===== src/rtl/regm_pkg.sv =====
// Shared types for the register-file command master.
// REGM_RMW_EN builds the read-modify-write add path.
package regm_pkg;

    typedef enum logic [1:0] {
        OP_WRITE = 2'b00,
        OP_READ  = 2'b01,
        OP_RMW   = 2'b10,
        OP_ILL   = 2'b11
    } regm_op_e;

    typedef enum logic [2:0] {
        S_IDLE = 3'd0,
        S_WR   = 3'd1,
        S_RD   = 3'd2,
        S_CAP  = 3'd3,
`ifdef REGM_RMW_EN
        S_WB   = 3'd4,
`endif
        S_RESP = 3'd5
    } regm_state_e;

    localparam int unsigned RSP_WR_DATA = 0;

    // Opcodes that start with a register read.
    function automatic logic op_reads(input regm_op_e op);
`ifdef REGM_RMW_EN
        return (op == OP_READ) || (op == OP_RMW);
`else
        return (op == OP_READ);
`endif
    endfunction

endpackage


===== src/rtl/reg_file_master.sv =====
// Command-driven initiator for the 8x16 register file.
// Define REGM_RMW_EN to enable opcode 10 as read-modify-write add.
module reg_file_master
    import regm_pkg::*;
#(
    parameter int DATA_W = 16,
    parameter int ADDR_W = 3
) (
    input  logic              CLK,
    input  logic              RST,
    input  logic              CMD_VALID,
    output logic              CMD_READY,
    input  logic [1:0]        CMD_OP,
    input  logic [ADDR_W-1:0] CMD_ADDR,
    input  logic [DATA_W-1:0] CMD_DATA,
    output logic              RSP_VALID,
    input  logic              RSP_READY,
    output logic [DATA_W-1:0] RSP_DATA,
    output logic              RSP_ERR,
    output logic              RF_RD_EN,
    output logic              RF_WR_EN,
    output logic [ADDR_W-1:0] RF_ADDR,
    output logic [DATA_W-1:0] RF_WR_DATA,
    input  logic [DATA_W-1:0] RF_RD_DATA,
    output logic              BUSY
);

    regm_state_e state;
    logic        op_wr;
    logic        op_rd;

`ifdef REGM_RMW_EN
    logic              rmw_q;
    logic [DATA_W-1:0] addend_q;
`endif

    assign op_wr = (regm_op_e'(CMD_OP) == OP_WRITE);
    assign op_rd = op_reads(regm_op_e'(CMD_OP));

    always_ff @(posedge CLK or negedge RST) begin
        if (!RST) begin
            state      <= S_IDLE;
            CMD_READY  <= 1'b1;
            RSP_VALID  <= 1'b0;
            RSP_DATA   <= '0;
            RSP_ERR    <= 1'b0;
            RF_RD_EN   <= 1'b0;
            RF_WR_EN   <= 1'b0;
            RF_ADDR    <= '0;
            RF_WR_DATA <= '0;
            BUSY       <= 1'b0;
`ifdef REGM_RMW_EN
            rmw_q      <= 1'b0;
            addend_q   <= '0;
`endif
        end else begin
            // Strobes last one cycle unless re-armed below.
            RF_RD_EN   <= 1'b0;
            RF_WR_EN   <= 1'b0;
            RF_WR_DATA <= '0;
            case (state)
                S_IDLE: begin
                    if (CMD_VALID && CMD_READY) begin
                        CMD_READY <= 1'b0;
                        BUSY      <= 1'b1;
                        RF_ADDR   <= CMD_ADDR;
`ifdef REGM_RMW_EN
                        rmw_q     <= (regm_op_e'(CMD_OP) == OP_RMW);
                        addend_q  <= CMD_DATA;
`endif
                        unique case (1'b1)
                            op_wr: begin
                                state      <= S_WR;
                                RF_WR_EN   <= 1'b1;
                                RF_WR_DATA <= CMD_DATA;
                            end
                            op_rd: begin
                                state    <= S_RD;
                                RF_RD_EN <= 1'b1;
                            end
                            default: begin
                                state     <= S_RESP;
                                RSP_VALID <= 1'b1;
                                RSP_ERR   <= 1'b1;
                                RSP_DATA  <= '0;
                            end
                        endcase
                    end
                end
                S_WR: begin
                    state     <= S_RESP;
                    RSP_VALID <= 1'b1;
                    RSP_DATA  <= DATA_W'(RSP_WR_DATA);
                end
                S_RD: begin
                    state <= S_CAP;
                end
                S_CAP: begin
                    // The file drives data only in this cycle.
                    RSP_DATA <= RF_RD_DATA;
`ifdef REGM_RMW_EN
                    if (rmw_q) begin
                        state      <= S_WB;
                        RF_WR_EN   <= 1'b1;
                        RF_WR_DATA <= RF_RD_DATA + addend_q;
                    end else begin
                        state     <= S_RESP;
                        RSP_VALID <= 1'b1;
                    end
`else
                    state     <= S_RESP;
                    RSP_VALID <= 1'b1;
`endif
                end
`ifdef REGM_RMW_EN
                S_WB: begin
                    state     <= S_RESP;
                    RSP_VALID <= 1'b1;
                end
`endif
                S_RESP: begin
                    if (RSP_READY) begin
                        state     <= S_IDLE;
                        RSP_VALID <= 1'b0;
                        RSP_DATA  <= '0;
                        RSP_ERR   <= 1'b0;
                        CMD_READY <= 1'b1;
                        BUSY      <= 1'b0;
                        RF_ADDR   <= '0;
`ifdef REGM_RMW_EN
                        rmw_q     <= 1'b0;
                        addend_q  <= '0;
`endif
                    end
                end
                default: begin
                    state     <= S_IDLE;
                    RSP_VALID <= 1'b0;
                    CMD_READY <= 1'b1;
                    BUSY      <= 1'b0;
                end
            endcase
        end
    end

endmodule


===== config.mk =====
export PLATFORM = sky130hd
export DESIGN_NAME = reg_file_master
export DESIGN_NICKNAME = d
export VERILOG_FILES = /design/src/rtl/regm_pkg.sv /design/src/rtl/reg_file_master.sv
export SDC_FILE = /design/constraint.sdc
export NUM_CORES = 1
export LEC_CHECK = 0
export BUFFER_PORTS_ARGS = -buffer_cell sky130_fd_sc_hd__buf_2
export CORE_ASPECT_RATIO = 0.75
export CORE_UTILIZATION = 50
export DETAILED_ROUTE_END_ITERATION = 8
export HOLD_SLACK_MARGIN = 0.02
export PLACE_DENSITY = 0.84
export SYNTH_ARGS = -nofsm -noshare
export SYNTH_HDL_FRONTEND = slang
export SYNTH_SLANG_ARGS = --single-unit
export TNS_END_PERCENT = 30

===== constraint.sdc =====
create_clock -name CLK -period 3.33 [get_ports CLK]
set_input_delay 0.666 -clock CLK [delete_from_list [all_inputs] [get_ports CLK]]
set_output_delay 0.666 -clock CLK [all_outputs]
set_load 0.1 [all_outputs]

Word level (Yosys, flattened, before mapping)
Cells that the tools add are included.
Word-level totals
  bits in registers: 44
  word-level logic and storage cells: 63
Operators by class
  eq/ne operators: 8
  mux-type cells: 29
  bitwise logic cells: 2
  reductions and logical operators: 14
Operator list (count)
  $mux 16: 6
  $pmux 16 s4: 1
  $mux 1: 12
  $pmux 3 s2: 2
  $pmux 3 s4: 1
  $reduce_and 4->1: 3
  $mux 3: 3
  $eq 3x2->1 const B: 2
  $ne 2x2->1 const B: 3
  $pmux 1 s3: 2
  $reduce_and 3->1: 2
  $pmux 1 s4: 1
  $reduce_bool 4->1: 1
  $reduce_or 2->1: 2
  $eq 3x1->1 const B: 1
  $eq 3x3->1 const B: 1
  $logic_not 3->1: 1
  $reduce_or 3->1: 1
  $eq 2x1->1 const B: 1
  $logic_not 2->1: 1
  $not 1->1: 2
  $pmux 1 s2: 1
  $reduce_and 2->1: 1
  $reduce_bool 2->1: 1
  $logic_and 1x1->1: 1

Longest topological paths before layout
  word-level depth: 5
  mapped depth: 6

Worst setup path after synthesis
No wires, ideal clock.
  kind: register -> register
  start point: reg CMD_READY
  end point: reg RSP_DATA[10]
  setup time: 0.125 ns
  arrival time: 1.922 ns
  setup slack: 1.283 ns
  stages on the path, launching flop included: 6
  path buffers: 2
  period minus slack after synthesis: 2.047 ns
  cell sequence: dfstp_2 -> clkbuf_2 -> nand2_2 -> nor4b_4 -> buf_2 -> o31ai_1
On the way
  word-level cells in the longest chain between the ends: 3
RTL lines
  start: declaration: RTL line reg_file_master.sv:12  | output logic CMD_READY,
  start signal: assignment: RTL line reg_file_master.sv:43  | CMD_READY <= 1'b1;
  start signal: assignment: RTL line reg_file_master.sv:64  | CMD_READY <= 1'b0;
  start signal: assignment: RTL line reg_file_master.sv:127  | CMD_READY <= 1'b1;
  $logic_and 1x1->1: RTL line reg_file_master.sv:63  | if (CMD_VALID && CMD_READY) begin
  $ne 2x2->1 (no source line)
  $reduce_and 4->1 (no source line)
  end signal: assignment: RTL line reg_file_master.sv:93  | RSP_DATA <= DATA_W'(RSP_WR_DATA);
  end: declaration: RTL line reg_file_master.sv:18  | output logic [DATA_W-1:0] RSP_DATA,
No other way between the ends.
A chain may end at the register's enable or synchronous reset.

Final worst setup path
  start point: reg CMD_READY
  end point: out CMD_READY
No word-level cell between the ends.

==> reports/results.txt <==
FP Rows: 18
Synth area leader: dfrtp_1
cts repair resizes: 0
Slew Limit Fails: 0
max incr delay on CP: 0.63 ns
R2R cell count: 3
clk_lat worst skew: 0.29 ns
dpl ws: 1.298 ns
Yosys cell types: 35
Starting Density: 53.52%
Post-Syn Area: 1808 sq um
final setup margin: 1.293 ns
Yosys reg bits: 44
Util after Layout: 68.11%
final period utilization: 61.16%
WL/cell: 12.58 microns
leakage: 1.232 nW
Power Total: 1.828 mW
post-synthesis mux area share: 0%
vias in the first global route: 1,324
Die X: 71.44 microns
Post-synth top cells: 43 x dfrtp_1, 20 x inv_1, 17 x nand2_1, 17 x o31ai_1, 16 x and2_1
Synth Area per Inst: 11.37 sq um
DIE AREA: 3863 sq um
DRC viols: 0
crit start category: flip-flop
CP required: 2.66 ns
most used flip-flop cell after synthesis: dfrtp_1
cell total after placement: 272
setup TNS: 0 ns
Worst R2R Start: CMD_READY$_DFFE_PN1P_
clock-pin slew on the worst setup and hold paths: 0.08 ns
CTS tree: done
CP max FO: 9
PD cells: 794.6 nW/um^2
DRT iter0 DRCs: 154
CP max-delay cell: dfstp_2
largest family of logic cells by synthesized area: simple AND/OR/NAND/NOR gates
Simple-Gate Fraction of Synth Area: 17.16%
Crit path arrival time: 1.37 ns
first-pass GRT wire length: 5.913 mm
Gate Count Post-Synth: 159
Post-Syn Nets: 200
n_diodes: 0
CP Cell Sequence: buf_2
GR Util All Layers: 20.70%
VDD IR max: 0.4844 mV
IO Port Bufs: 81
Area contributors post-synth: dfrtp_1 60%, o31ai_1 7.1%, and2_1 5.5%, inv_1 4.2%, nand2_1 3.5%
Post-Synth Adder-Cell Area: 0%
Final HPWL DP: 2.591 mm
Final Hold Fails: 0
Seq/Total Area, Yosys: 60.97%
Final setup viols: 0
Compound-Gate Fraction of Synth Area: 14.53%
Synth async-reset ratio: 100.0%
Tmin final: 2.037 ns
vias: 1,395
vias per cell: 4.982
clock root buffer: clkbuf_8
antenna violations before repair: 0
count of buffer and inverter cells on the critical path: 1
CP Class: flip-flop to output pin
Routability Congestion: 0.8255
area share of xor/xnor cells in the synthesized design: 0%
RSZ-0062 raised after global routing: no
final std cells w/o fill: 280
core area: 3378 sq um
CTS Hold Bufs: 0
top-count cell post-synth: dfrtp_1
f_max: 491.0 MHz
CP endpoint kind: output pin
Max Root-Sink Buffers: 2
# Post-CTS Setup Buffers: 0
H-tree Lvls: 2
post-route ant nets: 0
die height: 54.08 microns
yosys warns: 0
clock sink count: 44
layout cell share with drive strength beyond 1: 39.58%
Nets: 280
iteration count of the initial detailed-routing pass: 4
I/O Pins: 82
status: finished, final reports clean
CTS buffer count: 5
Worst Skew: 0.002524 ns
Slew @ Worst Pin: 0.9367 ns
critical path's top delay family: flip-flops
total grt overflow: 0
worst hold-check path type: primary input to asynchronous set/reset pin
largest net degree at the start of global routing: 45
maxcap violations: 0
number of enable flip-flop cells after synthesis: 0
reg2reg end: RSP_DATA[5]$_DFFE_PN0P_
R2R Setup Slk: 1.51 ns
final WL: 3.522 mm
Synth top area share: 59.52%
Area growth, synth to finish: 27.27%
Rel. slew slack: 37.55%
registers in the layout, summed over array words and instances (netlist names):
| register | count |
|---|---|
| state | 3 |
| RF_ADDR | 3 |
| RF_WR_EN | 1 |
| RSP_DATA | 16 |
| RF_WR_DATA | 16 |
| BUSY | 1 |
| RF_RD_EN | 1 |
| RSP_VALID | 1 |
| CMD_READY | 1 |
| RSP_ERR | 1 |
how the worst max path moves through the flow:
stage          depth (start not counted)                  endpoint  slack, ns                  start
2_1_floorplan                          5  RSP_DATA[10]$_DFFE_PN0P_       1.28  CMD_READY$_DFFE_PN1P_
3_3_place_gp                           4   RSP_DATA[7]$_DFFE_PN0P_       1.37              CMD_VALID
3_5_place_dp                           4   RSP_DATA[5]$_DFFE_PN0P_       1.30              CMD_VALID
4_1_cts                                1                 CMD_READY       1.28  CMD_READY$_DFFE_PN1P_
5_1_grt                                1                 CMD_READY       1.23  CMD_READY$_DFFE_PN1P_
6_report                               1                 CMD_READY       1.29  CMD_READY$_DFFE_PN1P_
final cells by class:
type                       instances  area [sq um]
multi-input combinational         86         573.1
sequential                        44          1102
inverter                          20         75.07
tap                               40         50.05
clock buffer                       5         68.82
clock inverter                     3         18.77
timing repair buffer              82         412.9
fill                             258          1077
metrics by stage:
step                hold slack (ns)  instance area, sq um
finish                       0.5105                  2301
global route                 0.5210                  2301
CTS                          0.5133                  2301
detailed placement           0.4906                  2213
global placement             0.4864                  2213
floorplan                    0.3704                  1808
where the power goes:
| group | total (mW) | internal [mW] | leakage, nW | switching (mW) |
|---|---|---|---|---|
| Sequential | 0.704 | 0.614 | 0.597 | 0.0901 |
| Combinational | 0.802 | 0.170 | 0.587 | 0.631 |
| Clock | 0.322 | 0.146 | 0.0479 | 0.176 |
| Total | 1.83 | 0.931 | 1.23 | 0.897 |
worst reg2reg max path: stages (launching register included):
cell and delay (ns):
dfstp_2 0.63, nand2_2 0.13, nor4b_4 0.78, o31ai_1 0.14
cell families (layout without fill, tap and decap cells):
family,after synthesis,after routing
simple gates,50,50
flops,44,44
compound gates,36,36
buf+inv,29,110
cells in the final DEF, fill, tap and decap left out:
cell type / synthesis / routed
buf_2: 3 / 81
dfrtp_1: 43 / 43
inv_1: 20 / 20
nand2_1: 17 / 17
o31ai_1: 17 / 17
and2_1: 16 / 16
clkbuf_8: 0 / 5
nor2_1: 4 / 4
a21oi_1: 3 / 3
a22o_1: 3 / 3
nand2b_1: 2 / 2
a21boi_0: 2 / 2
a41oi_1: 2 / 2
o22ai_1: 2 / 2
o21ai_0: 2 / 2
clkinv_2: 0 / 2
dfstp_2: 1 / 1
nand2_2: 1 / 1
or3_4: 1 / 1
nor4_4: 1 / 1
nor4b_1: 1 / 1
nor4b_4: 1 / 1
and3b_1: 1 / 1
a22oi_1: 1 / 1
o22a_1: 1 / 1
nand4bb_1: 1 / 1
nand3_1: 1 / 1
a21o_1: 1 / 1
or4_1: 1 / 1
nor2b_1: 1 / 1
o2bb2ai_1: 1 / 1
nand4b_1: 1 / 1
a31oi_1: 1 / 1
clkinv_4: 0 / 1
buf_4: 1 / 1
metal layers:
metal	vias up	GRT usage, %	wire [microns]
li1	693	-	-
met4	0	7.000	33
met1	642	26.19	1525
met2	55	33.33	1633
met5	-	0	0
met3	5	7.865	330
Note: power is estimated with default switching activity, not from simulation.
